### config.mk
export PLATFORM = sky130hd
export DESIGN_NAME = e203_exu_aluoitf_flat
export DESIGN_NICKNAME = d
export VERILOG_FILES = /design/src/rtl/e203_exu_aluoitf_if.sv /design/src/rtl/e203_exu_aluoitf.sv /design/src/flat_wrapper.sv
export SDC_FILE = /design/constraint.sdc
export NUM_CORES = 1
export LEC_CHECK = 0
export BUFFER_PORTS_ARGS = -buffer_cell sky130_fd_sc_hd__buf_4
export CORE_MARGIN = 1.5
export CORE_UTILIZATION = 45
export CTS_BUF_LIST = sky130_fd_sc_hd__clkbuf_4
export DETAILED_ROUTE_END_ITERATION = 7
export PLACE_DENSITY_LB_ADDON = 0.05
export SYNTH_ARGS = -nofsm -noshare
export SYNTH_HDL_FRONTEND = slang
export SYNTH_SLANG_ARGS = --single-unit
### constraint.sdc
create_clock -name clk -period 7.8 [get_ports clk]
set_clock_uncertainty 0.05 [all_clocks]
set_input_delay 1.56 -clock clk [delete_from_list [all_inputs] [get_ports clk]]
set_output_delay 1.56 -clock clk [all_outputs]
set_load 0.05 [all_outputs]
### src/rtl/e203_exu_aluoitf_if.sv
// Dispatch / retire bundle of the outstanding-instruction tracking FIFO.
// The controller side drives requests; the FIFO drives status, itags and hazard flags.
interface e203_exu_aluoitf_if #(
    parameter int ITAG_WIDTH  = 2,
    parameter int RFIDX_WIDTH = 5,
    parameter int PC_SIZE     = 32
);
    logic                   dis_ena;
    logic                   dis_ready;
    logic [ITAG_WIDTH-1:0]  dis_ptr;
    logic                   disp_i_rdwen;
    logic [RFIDX_WIDTH-1:0] disp_i_rdidx;
    logic [PC_SIZE-1:0]     disp_i_pc;
    logic                   disp_i_rs1en;
    logic                   disp_i_rs2en;
    logic [RFIDX_WIDTH-1:0] disp_i_rs1idx;
    logic [RFIDX_WIDTH-1:0] disp_i_rs2idx;
    logic                   oitfrd_match_disprs1;
    logic                   oitfrd_match_disprs2;
    logic                   oitfrd_match_disprd;
    logic                   ret_ena;
    logic                   oitf_empty;
    logic [ITAG_WIDTH-1:0]  ret_ptr;
    logic [RFIDX_WIDTH-1:0] ret_rdidx;
    logic [PC_SIZE-1:0]     ret_pc;
    logic                   ret_rdwen;

    modport master (
        output dis_ena, disp_i_rdwen, disp_i_rdidx, disp_i_pc,
               disp_i_rs1en, disp_i_rs2en, disp_i_rs1idx, disp_i_rs2idx, ret_ena,
        input  dis_ready, dis_ptr, oitfrd_match_disprs1, oitfrd_match_disprs2,
               oitfrd_match_disprd, oitf_empty, ret_ptr, ret_rdidx, ret_pc, ret_rdwen
    );

    modport slave (
        input  dis_ena, disp_i_rdwen, disp_i_rdidx, disp_i_pc,
               disp_i_rs1en, disp_i_rs2en, disp_i_rs1idx, disp_i_rs2idx, ret_ena,
        output dis_ready, dis_ptr, oitfrd_match_disprs1, oitfrd_match_disprs2,
               oitfrd_match_disprd, oitf_empty, ret_ptr, ret_rdidx, ret_pc, ret_rdwen
    );
endinterface

### src/rtl/e203_exu_aluoitf.sv
// In-order outstanding-instruction FIFO for the ALU long-latency write-back path,
// with combinational RAW/WAW hazard flags against every in-flight entry.
module e203_exu_aluoitf #(
    parameter int DEPTH       = 4,
    parameter int ITAG_WIDTH  = 2,
    parameter int RFIDX_WIDTH = 5,
    parameter int PC_SIZE     = 32
) (
    input  logic                    clk,
    input  logic                    rst,
    e203_exu_aluoitf_if.slave       oitf
);

    // Pointers carry an extra wrap bit so full and empty are distinguishable.
    logic [ITAG_WIDTH:0]    alc_ptr_q, alc_ptr_d;
    logic [ITAG_WIDTH:0]    ret_ptr_q, ret_ptr_d;
    logic [DEPTH-1:0]       vld_q, vld_d;
    logic [RFIDX_WIDTH-1:0] rdidx_q [DEPTH];
    logic [PC_SIZE-1:0]     pc_q    [DEPTH];
    logic [DEPTH-1:0]       rdwen_q;

    logic [ITAG_WIDTH-1:0]  alc_idx;
    logic [ITAG_WIDTH-1:0]  ret_idx;
    logic                   oitf_full;
    logic                   oitf_empty;
    logic                   alc_fire;
    logic                   ret_fire;
    logic                   hit_rs1;
    logic                   hit_rs2;
    logic                   hit_rd;

    assign alc_idx    = alc_ptr_q[ITAG_WIDTH-1:0];
    assign ret_idx    = ret_ptr_q[ITAG_WIDTH-1:0];
    assign oitf_empty = (alc_ptr_q == ret_ptr_q);
    assign oitf_full  = (alc_idx == ret_idx) && (alc_ptr_q[ITAG_WIDTH] != ret_ptr_q[ITAG_WIDTH]);

    // A slot freed by a same-cycle retire is deliberately not reusable until next cycle.
    assign alc_fire = oitf.dis_ena & ~oitf_full;
    assign ret_fire = oitf.ret_ena & ~oitf_empty;

    always_comb begin
        alc_ptr_d = alc_ptr_q;
        ret_ptr_d = ret_ptr_q;
        vld_d     = vld_q;
        if (alc_fire) begin
            alc_ptr_d        = alc_ptr_q + 1'b1;
            vld_d[alc_idx]   = 1'b1;
        end
        if (ret_fire) begin
            ret_ptr_d        = ret_ptr_q + 1'b1;
            vld_d[ret_idx]   = 1'b0;
        end
    end

    always_ff @(posedge clk or posedge rst) begin
        if (rst) begin
            alc_ptr_q <= '0;
            ret_ptr_q <= '0;
            vld_q     <= '0;
            rdwen_q   <= '0;
            for (int i = 0; i < DEPTH; i++) begin
                rdidx_q[i] <= '0;
                pc_q[i]    <= '0;
            end
        end else begin
            alc_ptr_q <= alc_ptr_d;
            ret_ptr_q <= ret_ptr_d;
            vld_q     <= vld_d;
            if (alc_fire) begin
                rdwen_q[alc_idx] <= oitf.disp_i_rdwen;
                rdidx_q[alc_idx] <= oitf.disp_i_rdidx;
                pc_q[alc_idx]    <= oitf.disp_i_pc;
            end
        end
    end

    // Entries retiring this cycle still count; x0 filtering is left to dispatch.
    always_comb begin
        hit_rs1 = 1'b0;
        hit_rs2 = 1'b0;
        hit_rd  = 1'b0;
        for (int i = 0; i < DEPTH; i++) begin
            hit_rs1 = hit_rs1 | (vld_q[i] & rdwen_q[i] & (rdidx_q[i] == oitf.disp_i_rs1idx));
            hit_rs2 = hit_rs2 | (vld_q[i] & rdwen_q[i] & (rdidx_q[i] == oitf.disp_i_rs2idx));
            hit_rd  = hit_rd  | (vld_q[i] & rdwen_q[i] & (rdidx_q[i] == oitf.disp_i_rdidx));
        end
    end

    assign oitf.oitfrd_match_disprs1 = hit_rs1 & oitf.disp_i_rs1en;
    assign oitf.oitfrd_match_disprs2 = hit_rs2 & oitf.disp_i_rs2en;
    assign oitf.oitfrd_match_disprd  = hit_rd  & oitf.disp_i_rdwen;

    assign oitf.dis_ready  = ~oitf_full;
    assign oitf.dis_ptr    = alc_idx;
    assign oitf.oitf_empty = oitf_empty;
    assign oitf.ret_ptr    = ret_idx;
    assign oitf.ret_rdidx  = rdidx_q[ret_idx];
    assign oitf.ret_pc     = pc_q[ret_idx];
    assign oitf.ret_rdwen  = rdwen_q[ret_idx];

endmodule

### src/flat_wrapper.sv
// flat-port wrapper written by rule: the top's interface ports become plain ports
module e203_exu_aluoitf_flat 
#(
    parameter int DEPTH       = 4,
    parameter int ITAG_WIDTH  = 2,
    parameter int RFIDX_WIDTH = 5,
    parameter int PC_SIZE     = 32
)
  (clk, rst, oitf_dis_ena, oitf_disp_i_rdwen, oitf_disp_i_rdidx, oitf_disp_i_pc, oitf_disp_i_rs1en, oitf_disp_i_rs2en, oitf_disp_i_rs1idx, oitf_disp_i_rs2idx, oitf_ret_ena, oitf_dis_ready, oitf_dis_ptr, oitf_oitfrd_match_disprs1, oitf_oitfrd_match_disprs2, oitf_oitfrd_match_disprd, oitf_oitf_empty, oitf_ret_ptr, oitf_ret_rdidx, oitf_ret_pc, oitf_ret_rdwen);
  e203_exu_aluoitf_if #(.ITAG_WIDTH(ITAG_WIDTH), .RFIDX_WIDTH(RFIDX_WIDTH), .PC_SIZE(PC_SIZE)) oitf_i ();
  input  logic clk;
  input  logic rst;
  input wire logic [$bits(oitf_i.dis_ena)-1:0] oitf_dis_ena;
  input wire logic [$bits(oitf_i.disp_i_rdwen)-1:0] oitf_disp_i_rdwen;
  input wire logic [$bits(oitf_i.disp_i_rdidx)-1:0] oitf_disp_i_rdidx;
  input wire logic [$bits(oitf_i.disp_i_pc)-1:0] oitf_disp_i_pc;
  input wire logic [$bits(oitf_i.disp_i_rs1en)-1:0] oitf_disp_i_rs1en;
  input wire logic [$bits(oitf_i.disp_i_rs2en)-1:0] oitf_disp_i_rs2en;
  input wire logic [$bits(oitf_i.disp_i_rs1idx)-1:0] oitf_disp_i_rs1idx;
  input wire logic [$bits(oitf_i.disp_i_rs2idx)-1:0] oitf_disp_i_rs2idx;
  input wire logic [$bits(oitf_i.ret_ena)-1:0] oitf_ret_ena;
  output wire logic [$bits(oitf_i.dis_ready)-1:0] oitf_dis_ready;
  output wire logic [$bits(oitf_i.dis_ptr)-1:0] oitf_dis_ptr;
  output wire logic [$bits(oitf_i.oitfrd_match_disprs1)-1:0] oitf_oitfrd_match_disprs1;
  output wire logic [$bits(oitf_i.oitfrd_match_disprs2)-1:0] oitf_oitfrd_match_disprs2;
  output wire logic [$bits(oitf_i.oitfrd_match_disprd)-1:0] oitf_oitfrd_match_disprd;
  output wire logic [$bits(oitf_i.oitf_empty)-1:0] oitf_oitf_empty;
  output wire logic [$bits(oitf_i.ret_ptr)-1:0] oitf_ret_ptr;
  output wire logic [$bits(oitf_i.ret_rdidx)-1:0] oitf_ret_rdidx;
  output wire logic [$bits(oitf_i.ret_pc)-1:0] oitf_ret_pc;
  output wire logic [$bits(oitf_i.ret_rdwen)-1:0] oitf_ret_rdwen;
  assign oitf_i.dis_ena = oitf_dis_ena;
  assign oitf_i.disp_i_rdwen = oitf_disp_i_rdwen;
  assign oitf_i.disp_i_rdidx = oitf_disp_i_rdidx;
  assign oitf_i.disp_i_pc = oitf_disp_i_pc;
  assign oitf_i.disp_i_rs1en = oitf_disp_i_rs1en;
  assign oitf_i.disp_i_rs2en = oitf_disp_i_rs2en;
  assign oitf_i.disp_i_rs1idx = oitf_disp_i_rs1idx;
  assign oitf_i.disp_i_rs2idx = oitf_disp_i_rs2idx;
  assign oitf_i.ret_ena = oitf_ret_ena;
  assign oitf_dis_ready = oitf_i.dis_ready;
  assign oitf_dis_ptr = oitf_i.dis_ptr;
  assign oitf_oitfrd_match_disprs1 = oitf_i.oitfrd_match_disprs1;
  assign oitf_oitfrd_match_disprs2 = oitf_i.oitfrd_match_disprs2;
  assign oitf_oitfrd_match_disprd = oitf_i.oitfrd_match_disprd;
  assign oitf_oitf_empty = oitf_i.oitf_empty;
  assign oitf_ret_ptr = oitf_i.ret_ptr;
  assign oitf_ret_rdidx = oitf_i.ret_rdidx;
  assign oitf_ret_pc = oitf_i.ret_pc;
  assign oitf_ret_rdwen = oitf_i.ret_rdwen;
  e203_exu_aluoitf #(.DEPTH(DEPTH), .ITAG_WIDTH(ITAG_WIDTH), .RFIDX_WIDTH(RFIDX_WIDTH), .PC_SIZE(PC_SIZE)) u_core (.clk(clk), .rst(rst), .oitf(oitf_i));
endmodule
==> flow_metrics.tcl <==
set metrics [dict create \
    status "completed" \
    required_ns 6.19 \
    path_class "input pin to output port" \
    cts_resized 0 \
    fillCellCount 1535 \
    boundaryPins 101 \
    grt_pass1_vias 5050 \
    drtIter0Drc 185 \
    crit_chain "buf_4 -> xnor2_1 -> nand4_1 -> nor3_1 -> o41a_1 -> buf_4" \
    wirelength_microns 17000 \
    cts.clk_slew.worst_paths_ns 0.14 \
    clock.fmax_mhz 233 \
    grt_pass1_wl_microns 27100 \
    reg2reg_depth 5 \
    avgSynthCellArea_sq_um 14.9 \
    die_area_sq_um 18300 \
    period_minus_slack_ns 4.29 \
    synth_seq_area_share 0.516 \
    gp_congestion 0.874 \
    max-slew-margin-rel 0.300 \
    fp.coreArea_sq_um 17200 \
    fp.dieW_microns 135 \
    grt-ovfl-total 0 \
    area_delta_synth_final_pct 15.0 \
    cts_buffers 17 \
    cts-hold-fix-buffers 0 \
    vias_per_cell 5.40 \
    use_met1 0.254 \
    grt_start_max_net_pins 116 \
    syn_inst 528 \
    cts.sinks 162 \
    ant_nets 0 \
    reg2reg_slack_ns 4.69 \
    yosysWarnings 0 \
    clockBufferDepth 2 \
    clkLatencyLatePin_ns 0.55 \
    post-route-period-util 0.550 \
    crit_path_frequent_cell "buf_4" \
    synth_cell_types 25 \
    cts_tree "done" \
    slowest_delay_ns 0.46 \
    worstHoldPathType "flip-flop to flip-flop" \
    dp_hpwl_microns 10900 \
    routedWlPerCell_microns 19.9 \
    synth_area_sq_um 7860 \
    die_h_microns 135 \
    arrival_ns 2.68 \
    synth-seq-cells 162 \
    dr_total_vias 4595 \
    critPathLaunch "oitf_disp_i_rdidx[0]" \
    drtPass1Iterations 4 \
    grt_usage 0.197 \
    endpoint "oitf_oitfrd_match_disprd" \
    crit_fanout 8 \
    setup_ws_ns 3.51 \
    cp_slowest_cell "o41a_1" \
    nNetsFinal 674 \
    io_buffers 100 \
    cp-end-kind "output port" \
    core.rowCount 48 \
    setup_viol_count_final 0 \
    top_usage_layer "met2" \
    route.detailed.drc 0 \
    fin_util 0.526 \
    place_ws_ns 3.54 \
    post_cts_buffers 0 \
    reg2reg_to "u_core.pc_q[10]" \
    cts-root-buf "clkbuf_4" \
    tightest_slew_ns 1.05 \
    reg2reg_from "u_core.ret_ptr_q[0]" \
    gr-usage-met2 0.324 \
    rsz0062_at_grt "no" \
    maxSlewViolCount 0 \
    antenna_found_initial 1 \
    start_util 0.458 \
    mappedNetlistNets 590 \
    drive_gt1_frac 0.504 \
    hold_viol_final 0 \
    timing.setup.tns_ns 0 \
    globalRouteMet3Util 0.0539 \
    cts_max_level 4 \
    worstSetupStartpointType "input pin" \
    max-cap-violations 0 \
]
[sequential cells by signal, indices dropped and copies added (netlist names)]
name and flops:
u_core.alc_ptr_q 3, u_core.pc_q 128, u_core.rdidx_q 20, u_core.rdwen_q 4, u_core.ret_ptr_q 3, u_core.vld_q 4
[worst max-delay path: cells and delay by family]
kind | cells | cell delay [ns]
AO/OA/AOI/OAI | 1 | 0.46
buffers and inverters | 2 | 0.36
AND/OR/NAND/NOR | 2 | 0.16
XOR/XNOR | 1 | 0.14
[layout make-up]
class | count | area [sq um] | area share
Sequential cell | 162 | 4060 | 0.449
Multi-Input combinational cell | 314 | 3560 | 0.394
Timing Repair Buffer | 106 | 796 | 0.0880
Tap cell | 225 | 282 | 0.0311
Clock inverter | 14 | 156 | 0.0173
Clock buffer | 18 | 135 | 0.0150
Inverter | 11 | 46.3 | 0.00512
Antenna cell | 1 | 2.50 | 0.000277
[cell families (layout without fill, tap and decap cells)]
kind of cell	after synthesis	after routing	share of synthesized area
xor+xnor	68	68	0.0758
buf+inv	52	149	0.0323
other cells	0	1	0
compound gates	11	11	0.0129
simple gates	37	37	0.0239
mux	190	190	0.327
fa+ha+maj	8	8	0.0127
flops	162	162	0.516
[metrics by stage]
stage	cell area (sq um)	hold slack [ns]	instances
2_1_floorplan	7860	0.409	528
3_3_place_gp	8740	0.420	818
3_5_place_dp	8740	0.430	818
4_1_cts	9040	0.464	850
5_1_grt	9040	0.479	851
6_report	9040	0.458	851
[worst min-delay path by stage]
stage                         start              end  slack (ns)  cells after the start
floorplan           u_core.pc_q[64]  u_core.pc_q[64]        0.41                      1
global placement    u_core.pc_q[67]  u_core.pc_q[67]        0.42                      1
detailed placement  u_core.pc_q[96]  u_core.pc_q[96]        0.43                      1
CTS                 u_core.pc_q[96]  u_core.pc_q[96]        0.46                      1
global route        u_core.pc_q[63]  u_core.pc_q[63]        0.48                      1
finish              u_core.pc_q[65]  u_core.pc_q[65]        0.46                      1
[cells in the mapped netlist]
| cell | count | area (sq um) |
|---|---|---|
| nand2_1 | 11 | 41.3 |
| mux2_1 | 20 | 225 |
| dfrtp_1 | 162 | 4050 |
| a31oi_1 | 1 | 6.26 |
| mux2_2 | 132 | 1490 |
| xnor2_1 | 55 | 482 |
| buf_2 | 16 | 80.1 |
| o21ai_0 | 2 | 10.0 |
| and3_1 | 1 | 6.26 |
| inv_1 | 11 | 41.3 |
| mux4_2 | 38 | 856 |
| buf_1 | 4 | 15.0 |
| buf_6 | 2 | 22.5 |
| clkbuf_2 | 1 | 5.00 |
| a31oi_4 | 1 | 21.3 |
| buf_4 | 6 | 45.0 |
| a22oi_1 | 3 | 22.5 |
| o41a_1 | 3 | 33.8 |
| a21boi_0 | 1 | 7.51 |
| nor3_1 | 12 | 60.1 |
| nand4_1 | 12 | 75.1 |
| clkbuf_1 | 12 | 45.0 |
| xor2_1 | 13 | 114 |
| ha_1 | 8 | 100 |
| nand3_1 | 1 | 5.00 |
[routing by layer]
metal | routed length (microns) | part of all wire
met3 | 877 | 0.052
met4 | 250 | 0.015
met1 | 7490 | 0.44
met2 | 8350 | 0.49
met5 | 0 | 0
[cell usage in the layout (no fill, tap or decap), types with 7 or more instances in the layout]
cell	count
dfrtp_1	160
mux2_2	132
buf_4	106
xnor2_1	55
mux4_2	38
mux2_1	20
clkbuf_4	18
xor2_1	13
nand4_1	12
nor3_1	12
inv_1	10
ha_1	8
nand2_1	7
Power is left out: the tool's default activity adds up to more than one toggle a clock period on the data nets, which glitch-free logic cannot reach.
